`config.mk`:
```
export PLATFORM = sky130hd
export DESIGN_NAME = req_order_queue
export DESIGN_NICKNAME = d
export VERILOG_FILES = /design/src/rtl/req_order_queue_pkg.sv /design/src/rtl/req_order_queue_lsb_first_encoder.sv /design/src/rtl/req_order_queue.sv
export SDC_FILE = /design/constraint.sdc
export NUM_CORES = 1
export LEC_CHECK = 0
export BUFFER_PORTS_ARGS = -buffer_cell sky130_fd_sc_hd__buf_2
export CAP_MARGIN = 10
export CELL_PAD_IN_SITES_DETAIL_PLACEMENT = 1
export CELL_PAD_IN_SITES_GLOBAL_PLACEMENT = 2
export CORE_MARGIN = 3
export CORE_UTILIZATION = 37
export DETAILED_ROUTE_END_ITERATION = 6
export GPL_TIMING_DRIVEN = 0
export PLACE_DENSITY = 0.81
export REMOVE_ABC_BUFFERS = 1
export SLEW_MARGIN = 20
export SYNTH_ARGS = -nofsm -noshare
export SYNTH_HDL_FRONTEND = slang
export SYNTH_SLANG_ARGS = --single-unit
export TNS_END_PERCENT = 20
```
`constraint.sdc`:
```
create_clock -name clk -period 7.1 [get_ports clk]
set_input_delay 1.065 -clock clk [delete_from_list [all_inputs] [get_ports clk]]
set_output_delay 1.065 -clock clk [all_outputs]
set_load 0.005 [all_outputs]
```
`src/rtl/req_order_queue_pkg.sv`:
```
// ---------------------------------------------------------------------------
// req_queue_pkg
// Shared helpers for the arrival-order request queue.
//   clog2_min1 : ceil(log2(value)) but never less than 1, so that a one-entry
//                or two-requester configuration still gets a real bit.
//   onehot_of  : one-hot vector (MAX_N wide) with bit idx set; callers cast
//                the result down to their own requester count.
// ---------------------------------------------------------------------------
package req_queue_pkg;

    localparam int unsigned MAX_N = 64;

    function automatic int unsigned clog2_min1(input int unsigned value);
        int unsigned w;
        w = 1;
        for (int unsigned i = 1; i < 32; i++) begin
            if ((64'd1 << i) < 64'(value)) begin
                w = i + 1;
            end else begin
                w = w;
            end
        end
        return w;
    endfunction

    function automatic logic [MAX_N-1:0] onehot_of(input int unsigned idx, input int unsigned n);
        logic [MAX_N-1:0] oh;
        if (idx < n) begin
            oh = MAX_N'(1'b1) << idx;
        end else begin
            oh = '0;
        end
        return oh;
    endfunction

endpackage

```
`src/rtl/req_order_queue_lsb_first_encoder.sv`:
```
// ---------------------------------------------------------------------------
// lsb_first_encoder
// Picks the lowest-numbered set bit of a request vector.
// Ports:
//   in_i  [N]     candidate vector
//   any_o         at least one bit of in_i is set
//   idx_o [IDX_W] index of the lowest set bit (0 when any_o=0)
// ---------------------------------------------------------------------------
module lsb_first_encoder
    import req_queue_pkg::*;
#(
    parameter int N     = 4,
    parameter int IDX_W = clog2_min1(N)
) (
    input  logic [N-1:0]     in_i,
    output logic             any_o,
    output logic [IDX_W-1:0] idx_o
);

    // Scan from the top down so the last hit (the lowest index) wins.
    always_comb begin
        any_o = |in_i;
        idx_o = '0;
        for (int i = N - 1; i >= 0; i--) begin
            if (in_i[i]) begin
                idx_o = IDX_W'(i);
            end else begin
                idx_o = idx_o;
            end
        end
    end

endmodule

```
`src/rtl/req_order_queue.sv`:
```
// ---------------------------------------------------------------------------
// req_order_queue
// Arrival-order queue of requester indices. Each requester holds at most one
// entry; the oldest live entry is presented to a downstream grant stage.
// A requester re-asserting after being served lands at the tail, giving
// round-robin fairness. With DROP_STALE=1 a head entry whose request has
// gone away is discarded automatically (one per cycle).
// Ports:
//   clk          rising-edge clock
//   rst_n        asynchronous active-low reset
//   req   [N]    level request per requester
//   pop          consume head entry (ignored when head_valid=0)
//   head_valid   head entry present and live
//   head_idx     head requester index, 0 when not valid
//   head_onehot  one-hot of head_idx, 0 when not valid
//   pending [N]  registered: requester holds an entry
//   count        occupied entries including stale ones
//   is_full      count == DEPTH
//   is_empty     count == 0
// ---------------------------------------------------------------------------
module req_order_queue
    import req_queue_pkg::*;
#(
    parameter int N          = 4,
    parameter int DEPTH      = 4,
    parameter bit DROP_STALE = 1'b1,
    localparam int IDX_W     = clog2_min1(N),
    localparam int CNT_W     = $clog2(DEPTH + 1)
) (
    input  logic             clk,
    input  logic             rst_n,
    input  logic [N-1:0]     req,
    input  logic             pop,
    output logic             head_valid,
    output logic [IDX_W-1:0] head_idx,
    output logic [N-1:0]     head_onehot,
    output logic [N-1:0]     pending,
    output logic [CNT_W-1:0] count,
    output logic             is_full,
    output logic             is_empty
);

    localparam int PTR_W = clog2_min1(DEPTH);

    logic [IDX_W-1:0] mem_q [DEPTH];
    logic [PTR_W-1:0] rd_ptr_q, rd_ptr_d;
    logic [PTR_W-1:0] wr_ptr_q, wr_ptr_d;
    logic [CNT_W-1:0] count_q, count_d;
    logic [N-1:0]     pending_q, pending_d;

    logic [N-1:0]     new_req_s;
    logic             any_new_s;
    logic [IDX_W-1:0] winner_s;
    logic [IDX_W-1:0] head_entry_s;
    logic             head_req_s;
    logic             is_full_s;
    logic             is_empty_s;
    logic             live_s;
    logic             drop_s;
    logic             remove_s;
    logic             enq_s;

    function automatic logic [PTR_W-1:0] ptr_inc(input logic [PTR_W-1:0] p);
        if (p == PTR_W'(DEPTH - 1)) begin
            return '0;
        end else begin
            return p + PTR_W'(1);
        end
    endfunction

    // Only requesters without an entry may compete for the single enqueue slot.
    assign new_req_s = req & ~pending_q;

    lsb_first_encoder #(.N(N), .IDX_W(IDX_W)) u_enc (
        .in_i  (new_req_s),
        .any_o (any_new_s),
        .idx_o (winner_s)
    );

    // Head decode plus enqueue/removal decisions for this cycle.
    always_comb begin
        head_entry_s = mem_q[rd_ptr_q];
        head_req_s   = req[head_entry_s];
        is_empty_s   = (count_q == '0);
        is_full_s    = (count_q == CNT_W'(DEPTH));
        live_s       = ~is_empty_s & (~DROP_STALE | head_req_s);
        drop_s       = DROP_STALE & ~is_empty_s & ~head_req_s;
        // A removal frees a slot, so a full queue can still accept this cycle.
        remove_s     = (pop & live_s) | drop_s;
        enq_s        = any_new_s & (~is_full_s | remove_s);
    end

    // Next-state pointers, occupancy and pending vector.
    always_comb begin
        rd_ptr_d  = rd_ptr_q;
        wr_ptr_d  = wr_ptr_q;
        count_d   = count_q;
        pending_d = pending_q;
        if (remove_s) begin
            rd_ptr_d                = ptr_inc(rd_ptr_q);
            pending_d[head_entry_s] = 1'b0;
        end else begin
            rd_ptr_d = rd_ptr_q;
        end
        // The winner is never the removed head: the head is still pending.
        if (enq_s) begin
            wr_ptr_d            = ptr_inc(wr_ptr_q);
            pending_d[winner_s] = 1'b1;
        end else begin
            wr_ptr_d = wr_ptr_q;
        end
        case ({enq_s, remove_s})
            2'b10:   count_d = count_q + CNT_W'(1);
            2'b01:   count_d = count_q - CNT_W'(1);
            default: count_d = count_q;
        endcase
    end

    // State registers, cleared asynchronously.
    always_ff @(posedge clk or negedge rst_n) begin
        if (!rst_n) begin
            rd_ptr_q  <= '0;
            wr_ptr_q  <= '0;
            count_q   <= '0;
            pending_q <= '0;
        end else begin
            rd_ptr_q  <= rd_ptr_d;
            wr_ptr_q  <= wr_ptr_d;
            count_q   <= count_d;
            pending_q <= pending_d;
        end
    end

    // Entry storage; contents are qualified by count so no reset is needed.
    always_ff @(posedge clk) begin
        if (enq_s) begin
            mem_q[wr_ptr_q] <= winner_s;
        end
    end

    assign head_valid  = live_s;
    assign head_idx    = live_s ? head_entry_s : '0;
    assign head_onehot = live_s ? N'(onehot_of(32'(head_entry_s), N)) : '0;
    assign pending     = pending_q;
    assign count       = count_q;
    assign is_full     = is_full_s;
    assign is_empty    = is_empty_s;

endmodule

```
* Word-level counts from Yosys, hierarchy flattened
Memory sizes are Yosys's and may differ from the RTL's. Cells that the tools add are included.
Operators by class: add/sub/neg operators 4, order comparisons 4, equal/unequal tests 5, shift-type cells 1, mux-type cells 19, bitwise gates (word level) 14, reduce and logical (&&, ||, !) cells 5
Operator list (number):
- $mux 2 | 7
- $mux 4 | 3
- $and 4x4->4 | 2
- $not 4->4 | 2
- $eq 2x2->1 const B | 3
- $lt 2x3->1 const B | 2
- $pmux 3 s2 | 1
- $mux 1 | 5
- $add 2x1->2 const B | 2
- $and 1x1->1 | 4
- $demux 1 s2 | 2
- $ge 2x1->1 const B | 2
- $or 4x4->4 | 1
- $reduce_or 4->1 | 1
- $shl 1x2->4 const A | 1
- $add 3x1->3 const B | 1
- $eq 3x3->1 const B | 1
- $logic_not 3->1 | 1
- $not 1->1 | 3
- $sub 3x1->3 const B | 1
- $bmux 1 s2 | 1
- $eq 2x1->1 const B | 1
- $logic_and 1x1->1 | 2
- $or 1x1->1 | 2
- $reduce_bool 2->1 | 1
Storage, ports and cells: bits in registers 11, memory bits (writable) 8, input bits 7, output and inout port bits 16, word-level logic and storage cells 57, memories 1
Memories:
- mem_q | words 4, width 2, rd ports 1, clocked after Yosys merged registers in 0, write ports 1, line req_order_queue.sv:45 | logic [IDX_W-1:0] mem_q [DEPTH];

* Longest topological paths before layout
word-level depth 12, gate-level depth with buffers 11

* Modules after synthesis
From an unflattened synthesis, not the netlist that was laid out.
Unflattened totals: cells, all modules 117, area total of the unflattened synthesis 1219.9 µm²
Modules (own cells, without submodules):
- req_order_queue | times used 1, cells each 110, area an instance 1184.9 µm², seq. area each 515.5 µm²
- lsb_first_encoder | times used 1, cells each 7, area an instance 35.0 µm², seq. area each 0.0 µm²

* Least setup slack after synthesis
OpenSTA, ideal clock, no wires.
path kind input-to-reg, from input req[0], to register count_q[2], in the netlist count[2], data arrival time 2880 ps, required time 7021 ps, slack 4141 ps, stages on the path 11, buffers on the path 0, cell sequence nor2b_1 > or2_2 > nor3_1 > a21oi_4 > inv_1 > ha_1 > inv_1 > fa_1 > xor2_1 > nor2_1 > xor2_1
On the way: longest elaborated chain between the ends 9
RTL lines:
- start: declaration | line req_order_queue.sv:32 | input logic [N-1:0] req,
- $bmux 1 s2 | line req_order_queue.sv:83 | head_req_s = req[head_entry_s];
- $mux 1 (not written as such) | line req_order_queue.sv:83
- $and 1x1->1 / $not 1->1 (equally long branches) | line req_order_queue.sv:86, req_order_queue.sv:87
- $and 1x1->1 (on tied branches) | line req_order_queue.sv:89, req_order_queue.sv:87
- $or 1x1->1 | line req_order_queue.sv:89 | remove_s = (pop & live_s) | drop_s;
- $or 1x1->1 | line req_order_queue.sv:90 | enq_s = any_new_s & (~is_full_s | remove_s);
- $and 1x1->1 | line req_order_queue.sv:90
- $eq 2x1->1 / $eq 2x2->1 (equally long branches) | line req_order_queue.sv:112 | case ({enq_s, remove_s})
- $pmux 3 s2 / $reduce_bool 2->1 (equally long branches)
- end signal: assignment | line req_order_queue.sv:129 | count_q <= count_d;
- end: declaration | line req_order_queue.sv:48 | logic [CNT_W-1:0] count_q, count_d;
Parallel ways exist; a longest one is shown, timed or not. The select of a mux whose other input is x is not followed. A chain may end at the register's enable or synchronous reset.

* Worst setup path after layout
from register rd_ptr_q[0], to output head_idx[0]
On the way: longest elaborated chain between the ends 5
RTL lines:
- start: declaration | line req_order_queue.sv:46 | logic [PTR_W-1:0] rd_ptr_q, rd_ptr_d;
- start signal: assignment | line req_order_queue.sv:127 | rd_ptr_q <= rd_ptr_d;
- $mem_v2 4x2 (*)
- $bmux 1 s2 | line req_order_queue.sv:83
- $mux 1 (not written as such) | line req_order_queue.sv:83
- $and 1x1->1 | line req_order_queue.sv:86 | live_s = ~is_empty_s & (~DROP_STALE | head_req_s);
- $mux 2 (*) | line req_order_queue.sv:142 | assign head_idx = live_s ? head_entry_s : '0;
- end: declaration | line req_order_queue.sv:35 | output logic [IDX_W-1:0] head_idx,
Mark *: on every way between the ends. The rest lies on a longest branch, timed or not. The select of a mux whose other input is x is not followed.

==> results.sh <==
export IMPL_worstSetupPathType="flop to primary output"
export IMPL_wirelength_microns=2340
export IMPL_cts_sinks=19
export IMPL_rsz0062_at_grt="no"
export IMPL_synth_area_per_cell_sq_um=11.2
export IMPL_cell_internal_pwr_uw=399
export IMPL_hpwl_microns=1890
export IMPL_powerDensity_mw_per_mm2=517
export IMPL_cts_setup_buffers=0
export IMPL_finalCritPeriodShare_pct=44.9
export IMPL_ys_flop_type="dfrtp_1"
export IMPL_vias=824
export IMPL_syn_cell_area_sq_mm=0.00114
export IMPL_synthDistinctLibCells=28
export IMPL_worstMarginPinSlew_ns=0.392
export IMPL_synth_top_area_cell="dfrtp_1"
export IMPL_reg2reg_from="rd_ptr_q[0]"
export IMPL_diodes=0
export IMPL_reg2reg_depth=11
export IMPL_clkLatencyLatePin_ns=0.30
export IMPL_synth_commonest_cells="nor2_1 (13), dfrtp_1 (11), inv_1 (11), edfxtp_1 (8), ha_1 (6)"
export IMPL_die_y_microns=61.4
export IMPL_max_cap_violations=0
export IMPL_synth_edff_count=8
export IMPL_cp_data_required_time_ns=6.03
export IMPL_peakVddDrop_uv=242
export IMPL_hold_path_endpoint="pending[0]"
export IMPL_grt_overflow=0
export IMPL_ys_ff_latch=19
export IMPL_netlist_instances=102
export IMPL_fillCellCount=332
export IMPL_critPathArrivalTime_ns=2.12
export IMPL_startpoint_type="flop"
export IMPL_dieArea_sq_mm=0.00377
export IMPL_utilization_pct=46.1
export IMPL_yosys_warnings=0
export IMPL_tns_ns=0
export IMPL_relSlewSlack_pct=73.6
export IMPL_async_flop_share_pct=57.9
export IMPL_synthDominantCellAreaShare_pct=24.2
export IMPL_final_nets=143
export IMPL_row_count=19
export IMPL_synth_most_common_cell="nor2_1"
export IMPL_fin_crit_ns=3.18
export IMPL_power_frac_seq_pct=31.9
export IMPL_io_buffers=22
export IMPL_path_delay_family="multiplexers"
export IMPL_core_sq_mm=0.00285
export IMPL_fmax_mhz=314
export IMPL_gp_congestion=0.768
export IMPL_clk_pin_slew_worst_paths_ns=0.11
export IMPL_r2r_end="count[2]"
export IMPL_track_usage_pct=14.5
export IMPL_setup_viol_count_final=0
export IMPL_syn_to_final_growth_pct=15.5
export IMPL_cts_root_buf="clkbuf_4"
export IMPL_hold_class="flop to flop"
export IMPL_timing_hold_ws_ns=0.519
export IMPL_worstHoldPathCells=1
export IMPL_hold_start="pending[0]"
export IMPL_grt_pass1_vias=852
export IMPL_synth_area_top_cells="dfrtp_1 (24%), edfxtp_1 (21%), ha_1 (6.6%), mux2_4 (6.6%), nor2_1 (4.3%)"
export IMPL_p_leak_uw=0.000639
export IMPL_antenna_found_initial=0
export IMPL_dr_first_iter_drc_count=11
export IMPL_final_cells=159
export IMPL_rrSetupSlack_ns=4.24
export IMPL_grt_max_degree=12
export IMPL_grt_pass1_wl_microns=3880
export IMPL_via_per_inst=5.18
export IMPL_drtAntennaViolNets=0
export IMPL_path_max_fanout=6
export IMPL_wire_per_inst_microns=14.7
export IMPL_chipWidth_microns=61.4
export IMPL_swShare_pct=41.3
export IMPL_slowest_delay_ns=0.63
export IMPL_cts_hold_buf=0
export IMPL_io_pins=23
export IMPL_cp_cell_sequence="mux4_2 -> mux2i_1 -> mux2_4 -> nor2_1 -> buf_2"
export IMPL_numCtsBuffers=3
export IMPL_cpMaxStageDelayCell="mux4_2"
export IMPL_drcViolationCount=0
export IMPL_first_pass_iters=2
export IMPL_dp_cells=155
export IMPL_h_tree_depth=1
export IMPL_combPwrFrac_pct=59.8
export IMPL_p_sw_uw=281
export IMPL_cts_resized=0
export IMPL_drv_slew=0
export IMPL_path_buf_inv=1
export IMPL_initial_core_util_pct=39.9
export IMPL_finalHoldViolCount=0
export IMPL_cts_max_path_buffers=2
export IMPL_drive_gt1_share_pct=33.6
export IMPL_seq_area_frac_synth_pct=45.3
export IMPL_clkPwrFrac_pct=8.3
export IMPL_cts_tree="yes"
export IMPL_endpoint_kind="primary output"
export IMPL_finClkSkew_ns=0.00410
export IMPL_status="finished, final reports clean"
## flip-flops by register name (all words and copies together) (netlist names)
register and count:
wr_ptr_q 2, count 3, pending 4, rd_ptr_q 2
mem_q 8
## worst max-delay path by stage
stage                      from          end  slack, ns  cells past startpoint
floorplan                req[0]     count[2]       4.14                     11
global placement         req[0]     count[2]       3.83                     12
detailed placement       req[0]     count[2]       3.82                     12
CTS                 rd_ptr_q[0]  head_idx[0]       3.88                      5
global route        rd_ptr_q[0]  head_idx[0]       3.77                      5
finish              rd_ptr_q[0]  head_idx[0]       3.92                      5
## routing by layer
| metal | track usage (%) | share of wire [%] |
|---|---|---|
| met1 | 18.6 | 45 |
| met2 | 23.3 | 49 |
| met3 | 3.14 | 4.4 |
| met4 | 7.27 | 1.6 |
| met5 | 0 | 0 |
## layout make-up
cell class,count,area [sq um],share of cell area [%]
tap,31,38.8,2.95
clock buffer,3,22.5,1.71
sequential,19,515,39.2
clock inverter,1,5.00,0.381
timing repair buffer,22,110,8.38
inverter,11,41.3,3.14
multi-input combinational,72,581,44.2
## logic make-up (layout without fill, tap and decap cells)
| kind of cell | after synthesis | count (layout) | synth area share (%) |
|---|---|---|---|
| compound gates | 14 | 14 | 9.13 |
| xor+xnor | 3 | 3 | 2.31 |
| fa+ha+maj | 7 | 7 | 8.36 |
| buf+inv | 11 | 37 | 3.63 |
| flops | 19 | 19 | 45.3 |
| mux | 11 | 11 | 14.4 |
| simple gates | 37 | 37 | 16.8 |
## through the flow
step | setup slack (ns) | area [sq um] | total power (uW)
2_1_floorplan | 4.14 | 1140 | 510
3_3_place_gp | 3.83 | 1290 | 616
3_5_place_dp | 3.82 | 1290 | 633
4_1_cts | 3.88 | 1310 | 693
5_1_grt | 3.77 | 1310 | 750
6_report | 3.92 | 1310 | 680
## power groups by stage
stage | Combinational [uW] | Sequential, uW | Clock [uW]
floorplan | 297 | 213 | 0
global placement | 400 | 216 | 0
detailed placement | 413 | 220 | 0
CTS | 416 | 218 | 59.4
global route | 459 | 225 | 66.1
finish | 407 | 217 | 56.7
## layout by cell type, fill, tap and decap left out, drive strengths merged, types with 5 or more instances in the layout
master  Yosys  final
edfxtp      8      8
inv        11     11
ha          6      6
buf         0     22
and2        6      6
o21ai       6      6
dfrtp      11     11
mux2        5      5
nand2       5      5
nor2       13     13
No activity file was read; power rests on OpenSTA's default activity.
